--- src/rtl/udp_header_rx.sv ---
// ---------------------------------------------------------------------------
// udp_header_rx
//   Downstream stage of the IPv4 header receiver on the byte-serial RX path.
//   Starts on the IP-header-done pulse and parses the 8-byte UDP header
//   (big-endian). It checks the length field and, optionally, the destination
//   port. For an accepted datagram it forwards exactly (udp_len - 8) payload
//   bytes with valid/last. Any trailing bytes (padding/FCS) are discarded
//   until data_valid drops.
//
// Ports
//   aclk, aresetn            clock, asynchronous active-low reset
//   data_in, data_valid      RX byte stream; data_valid spans the whole frame
//   ip_header_done           pulse; UDP byte 0 is on data_in this cycle
//   ip_header_valid          pulse one cycle after ip_header_done if IP is OK
//   udp_local_port           port accepted when PORT_CHECK_EN != 0
//   udp_src_port/dst_port/len/checksum   captured header fields, held
//   udp_header_done          pulse: header accepted, payload follows
//   payload_data/valid/last  forwarded payload, one cycle after data_in
//   udp_error                pulse: datagram rejected (bad length) or truncated
// ---------------------------------------------------------------------------
module udp_header_rx #(
   parameter int          PORT_CHECK_EN = 1,
   parameter logic [15:0] MAX_UDP_LEN   = 16'd1480
) (
   input  logic        aclk,
   input  logic        aresetn,
   input  logic [7:0]  data_in,
   input  logic        data_valid,
   input  logic        ip_header_done,
   input  logic        ip_header_valid,
   input  logic [15:0] udp_local_port,
   output logic [15:0] udp_src_port,
   output logic [15:0] udp_dst_port,
   output logic [15:0] udp_len,
   output logic [15:0] udp_checksum,
   output logic        udp_header_done,
   output logic [7:0]  payload_data,
   output logic        payload_valid,
   output logic        payload_last,
   output logic        udp_error
);

   typedef enum logic [2:0] {
      IDLE,
      SRC_PORT,
      DST_PORT,
      LENGTH,
      CHECKSUM,
      PAYLOAD,
      DROP
   } state_t;

   state_t      state;
   logic        byte_cnt;   // selects the high (0) or low (1) byte of a 2-byte field
   logic [15:0] remaining;  // payload bytes still to forward

   always_ff @(posedge aclk or negedge aresetn) begin
      if (!aresetn) begin
         state           <= IDLE;
         byte_cnt        <= 1'b0;
         remaining       <= '0;
         udp_src_port    <= '0;
         udp_dst_port    <= '0;
         udp_len         <= '0;
         udp_checksum    <= '0;
         udp_header_done <= 1'b0;
         payload_data    <= '0;
         payload_valid   <= 1'b0;
         payload_last    <= 1'b0;
         udp_error       <= 1'b0;
      end else begin
         udp_header_done <= 1'b0;
         payload_valid   <= 1'b0;
         payload_last    <= 1'b0;
         udp_error       <= 1'b0;

         case (state)
            IDLE: begin
               if (ip_header_done && data_valid) begin
                  udp_src_port[15:8] <= data_in;
                  byte_cnt           <= 1'b0;
                  state              <= SRC_PORT;
               end
            end

            // A frame ending inside the header counts as truncation.
            // That check takes precedence over the IP-valid check.
            SRC_PORT: begin
               if (!data_valid) begin
                  udp_error <= 1'b1;
                  state     <= IDLE;
               end else if (!ip_header_valid) begin
                  state <= DROP;
               end else begin
                  udp_src_port[7:0] <= data_in;
                  byte_cnt          <= 1'b0;
                  state             <= DST_PORT;
               end
            end

            DST_PORT: begin
               if (!data_valid) begin
                  udp_error <= 1'b1;
                  state     <= IDLE;
               end else if (!byte_cnt) begin
                  udp_dst_port[15:8] <= data_in;
                  byte_cnt           <= 1'b1;
               end else begin
                  udp_dst_port[7:0] <= data_in;
                  byte_cnt          <= 1'b0;
                  state             <= LENGTH;
               end
            end

            LENGTH: begin
               if (!data_valid) begin
                  udp_error <= 1'b1;
                  state     <= IDLE;
               end else if (!byte_cnt) begin
                  udp_len[15:8] <= data_in;
                  byte_cnt      <= 1'b1;
               end else begin
                  udp_len[7:0] <= data_in;
                  byte_cnt     <= 1'b0;
                  state        <= CHECKSUM;
               end
            end

            // The accept/reject decision is made on the final header byte.
            // By then udp_len and udp_dst_port hold their complete values.
            CHECKSUM: begin
               if (!data_valid) begin
                  udp_error <= 1'b1;
                  state     <= IDLE;
               end else if (!byte_cnt) begin
                  udp_checksum[15:8] <= data_in;
                  byte_cnt           <= 1'b1;
               end else begin
                  udp_checksum[7:0] <= data_in;
                  byte_cnt          <= 1'b0;
                  if ((udp_len < 16'd8) || (udp_len > MAX_UDP_LEN)) begin
                     udp_error <= 1'b1;
                     state     <= DROP;
                  end else if ((PORT_CHECK_EN != 0) && (udp_dst_port != udp_local_port)) begin
                     state <= DROP;
                  end else begin
                     udp_header_done <= 1'b1;
                     if (udp_len == 16'd8) begin
                        state <= DROP;
                     end else begin
                        remaining <= udp_len - 16'd8;
                        state     <= PAYLOAD;
                     end
                  end
               end
            end

            // The FSM leaves PAYLOAD on the last byte, so remaining is
            // always non-zero here. A drop of data_valid is therefore a
            // truncation.
            PAYLOAD: begin
               if (!data_valid) begin
                  udp_error <= 1'b1;
                  state     <= IDLE;
               end else begin
                  payload_data  <= data_in;
                  payload_valid <= 1'b1;
                  remaining     <= remaining - 16'd1;
                  if (remaining == 16'd1) begin
                     payload_last <= 1'b1;
                     state        <= DROP;
                  end
               end
            end

            DROP: begin
               if (!data_valid) begin
                  state <= IDLE;
               end
            end

            default: state <= IDLE;
         endcase
      end
   end

endmodule

--- config.mk ---
export PLATFORM = sky130hd
export DESIGN_NAME = udp_header_rx
export DESIGN_NICKNAME = d
export VERILOG_FILES = /design/src/rtl/udp_header_rx.sv
export SDC_FILE = /design/constraint.sdc
export NUM_CORES = 1
export LEC_CHECK = 0
export ABC_AREA = 1
export CAP_MARGIN = 20
export CORE_ASPECT_RATIO = 1.2
export CORE_UTILIZATION = 30
export DETAILED_ROUTE_END_ITERATION = 10
export PLACE_DENSITY = 0.55
export SYNTH_ARGS = -nofsm -noshare
export SYNTH_HDL_FRONTEND = slang
export SYNTH_SLANG_ARGS = --single-unit
--- constraint.sdc ---
create_clock -name aclk -period 2 [get_ports aclk]
set_input_delay 0.4 -clock aclk [delete_from_list [all_inputs] [get_ports aclk]]
set_output_delay 0.4 -clock aclk [all_outputs]
set_load 0.1 [all_outputs]
==> summary.md <==
| Metric | Value |
|---|---|
| Status | `complete, no violations` |
| Setup violations, final | `0` |
| F_max | `558 MHz` |
| Post-synth EDFFs | `0` |
| Period utilization | `0.897` |
| Placed Area | `0.00657 sq mm` |
| Area growth syn-to-layout | `35.7%` |
| Initial Util | `0.308` |
| Fraction of layout cells with a size suffix above 1 | `0.226` |
| Placement Setup Slack | `-0.245 ns` |
| Crit path largest cell delay | `0.40 ns` |
| Hold WS | `0.491 ns` |
| R2r setup slk | `0.21 ns` |
| Router iterations before antenna repair | `4` |
| Seq/Total Area, Yosys | `0.477` |
| Vias in the first global route | `4524` |
| Most Frequent Cell on Critical Path | `nand2_1` |
| Starting DRT DRC Count | `231` |
| First-pass GRT wire length | `23.7 mm` |
| Core area | `0.0163 sq mm` |
| Critical-path top delay cell | `dfrtp_1` |
| Post-synthesis mux area share | `0` |
| Critical Path AT | `2.08 ns` |
| Final slew viol count | `0` |
| TritonCTS clock tree | `done` |
| Grt ovf | `0` |
| Most used DFF post-synth | `dfrtp_1` |
| Adder-cell share of the synthesized area | `0.00994` |
| Total track usage | `0.179` |
| Setup crit end kind | `register` |
| Antenna diodes | `0` |
| CTS sink cnt | `96` |
| Clk pin slew, worst setup/hold paths | `0.06 ns` |
| Initial antenna violation count | `0` |
| Vias | `4559` |
| Cells after Synth | `675` |
| Routed Antenna Nets | `0` |
| Synthesized area | `0.00504 sq mm` |
| Rows | `51` |
| Total CTS buffers | `9` |
| # port buffers | `104` |
| Drt drc | `0` |
| HP Class | `register to register` |
| Syn. warnings | `0` |
| Worst slew margin | `0.680` |
| Vias per cell | `4.44` |
| Hpwl dp | `10.6 mm` |
| Die width | `120 microns` |
| Worst-path maximum fanout | `3` |
| Unrepaired setup endpoints after global routing | `false` |
| Wire per inst | `13.9 microns` |
| Final worst setup slack | `0.207 ns` |
| GPL Wtd Cong | `0.878` |
| Maxcap violations | `0` |
| Most frequent cells in the layout | `nand2_1 (223), buf_4 (96), o21ai_0 (89)` |
| Syn Nets | `708` |
| Root cell of the clock tree | `clkbuf_16` |
| #FFs+latches synth | `96` |
| Max Clock Skew | `0.0106 ns` |
| Layout Utilization | `0.418` |
| Maximum number of buffers from clock root to sink | `2` |
| CP required | `2.28 ns` |
| Final count of hold timing violations | `0` |
| Commonest non-fill, non-tap cell in the layout | `nand2_1` |
| Synth unique cells | `34` |
| Die Span Y | `144 microns` |
| Synth Area per Inst | `7.46 sq um` |
| Drt total wl | `14.3 mm` |
| Setup CP Type | `register to register` |
| Post-Synth Simple-Gate Area | `0.304` |
| Compound-Gate Fraction of Synth Area | `0.109` |
| NumNets Final | `842` |
| Fin crit period | `1.79 ns` |
| Die ar. | `0.0173 sq mm` |
| Largest net degree at the start of global routing | `41` |
| Final Instance Area | `0.00683 sq mm` |
| Htree depth | `3` |
| Startpoint Class | `register` |
| Cell Chain, Critical Path | `inv_1 -> ha_1 -> nand3_1 -> inv_1 -> nand2_1 -> nor2_1 -> nand2_1 -> xor2_1 -> o21ai_0 -> nand2_1 -> nand2_1` |
| Post-synth ARST share | `1.00` |
| Worst slew pin tran | `0.480 ns` |
| Largest family of logic cells by synthesized area | `simple AND/OR/NAND/NOR gates` |
| IO Pins | `105` |
| Clk Latency, worst-skew pair | `0.35 ns` |
| Post-Synth XOR/XNOR Area | `0.0278` |
[registers in the layout (all words and copies together) (netlist names)]
name             count
udp_checksum        16
udp_dst_port        16
payload_data         8
byte_cnt             1
payload_last         1
udp_error            1
state                3
remaining           16
udp_src_port        16
udp_header_done      1
payload_valid        1
udp_len             16
[worst max-delay path: cells and delay by family (launching register included)]
kind,cells,cell delay (ns)
AND/OR/NAND/NOR,6,0.63
adder cells (fa/ha/maj),1,0.19
flip-flops,1,0.40
XOR/XNOR,1,0.14
AO/OA/AOI/OAI,1,0.14
buffers and inverters,2,0.22
[area by class of cell]
class                   instances  area (sq um)
repair buffers                140          1320
well taps                     212           265
fillers                      1748          9500
clock inverters                 2          10.0
clock buffers                  14           244
multi-input cells             488          2270
inverters                      74           278
flip-flops and latches         96          2440
[cells by family after synthesis]
| group | count (synthesis) |
|---|---|
| xor gates and xnor gates | 16 |
| adders and majority gates | 4 |
| and+or+nand+nor | 362 |
| DFF | 96 |
| buffers and inverters | 91 |
| AOI/OAI and AO/OA | 106 |
[per-layer routing]
layer / up-vias / global-route usage / part of all wire
met2: 86 / 0.306 / 0.50
met4: 0 / 0.0637 / 0.0043
met1: 2070 / 0.221 / 0.44
met5: - / 0 / 0
li1: 2397 / - / -
met3: 6 / 0.0401 / 0.055
[final timing paths]
| check | from | end | cells past startpoint |
|---|---|---|---|
| setup / recovery | remaining[0] | remaining[12] | 11 |
| hold / removal | udp_checksum[11] | udp_checksum[11] | 2 |
| setup reg to reg | remaining[0] | remaining[12] | 11 |
| hold reg to reg | udp_checksum[11] | udp_checksum[11] | 2 |
| max in group asynchronous | aresetn | udp_len[12] | 3 |
| min in group asynchronous | aresetn | remaining[3] | 2 |
[Yosys cell counts, drive strengths merged (2+ instances only)]
library cell,instances,area (sq um)
o21ai,89,445
buf,4,37.5
clkbuf,13,48.8
xnor2,8,70.1
dfrtp,96,2400
xor2,8,70.1
a22oi,2,15.0
inv,73,274
nand3,36,180
nand4,6,37.5
a31oi,3,18.8
or2,3,21.3
nor2,70,280
ha,4,50.1
a21oi,9,45.0
nor3,8,50.1
nand2,236,942
[per-stage QoR]
| stage | setup TNS (ns) | std cells |
|---|---|---|
| final | 0 | 1026 |
| after global routing | 0 | 1026 |
| after CTS | 0 | 1026 |
| after detailed placement | -4.83 | 1009 |
| after global placement | -4.51 | 1009 |
| after floorplan | 0 | 675 |
[repair_timing]
| item | in CTS | in global routing |
|---|---|---|
| setup endpoints to repair | 0 | 11 |
| hold buffers | 1 | 0 |
| resized for setup | 0 | 1 |
| endpoints found under the hold margin | 26 | 0 |
| buffers inserted | 0 | 0 |
Power is not shown: default switching activity piles up to over one toggle a cycle in this logic, so the estimate is an artifact.
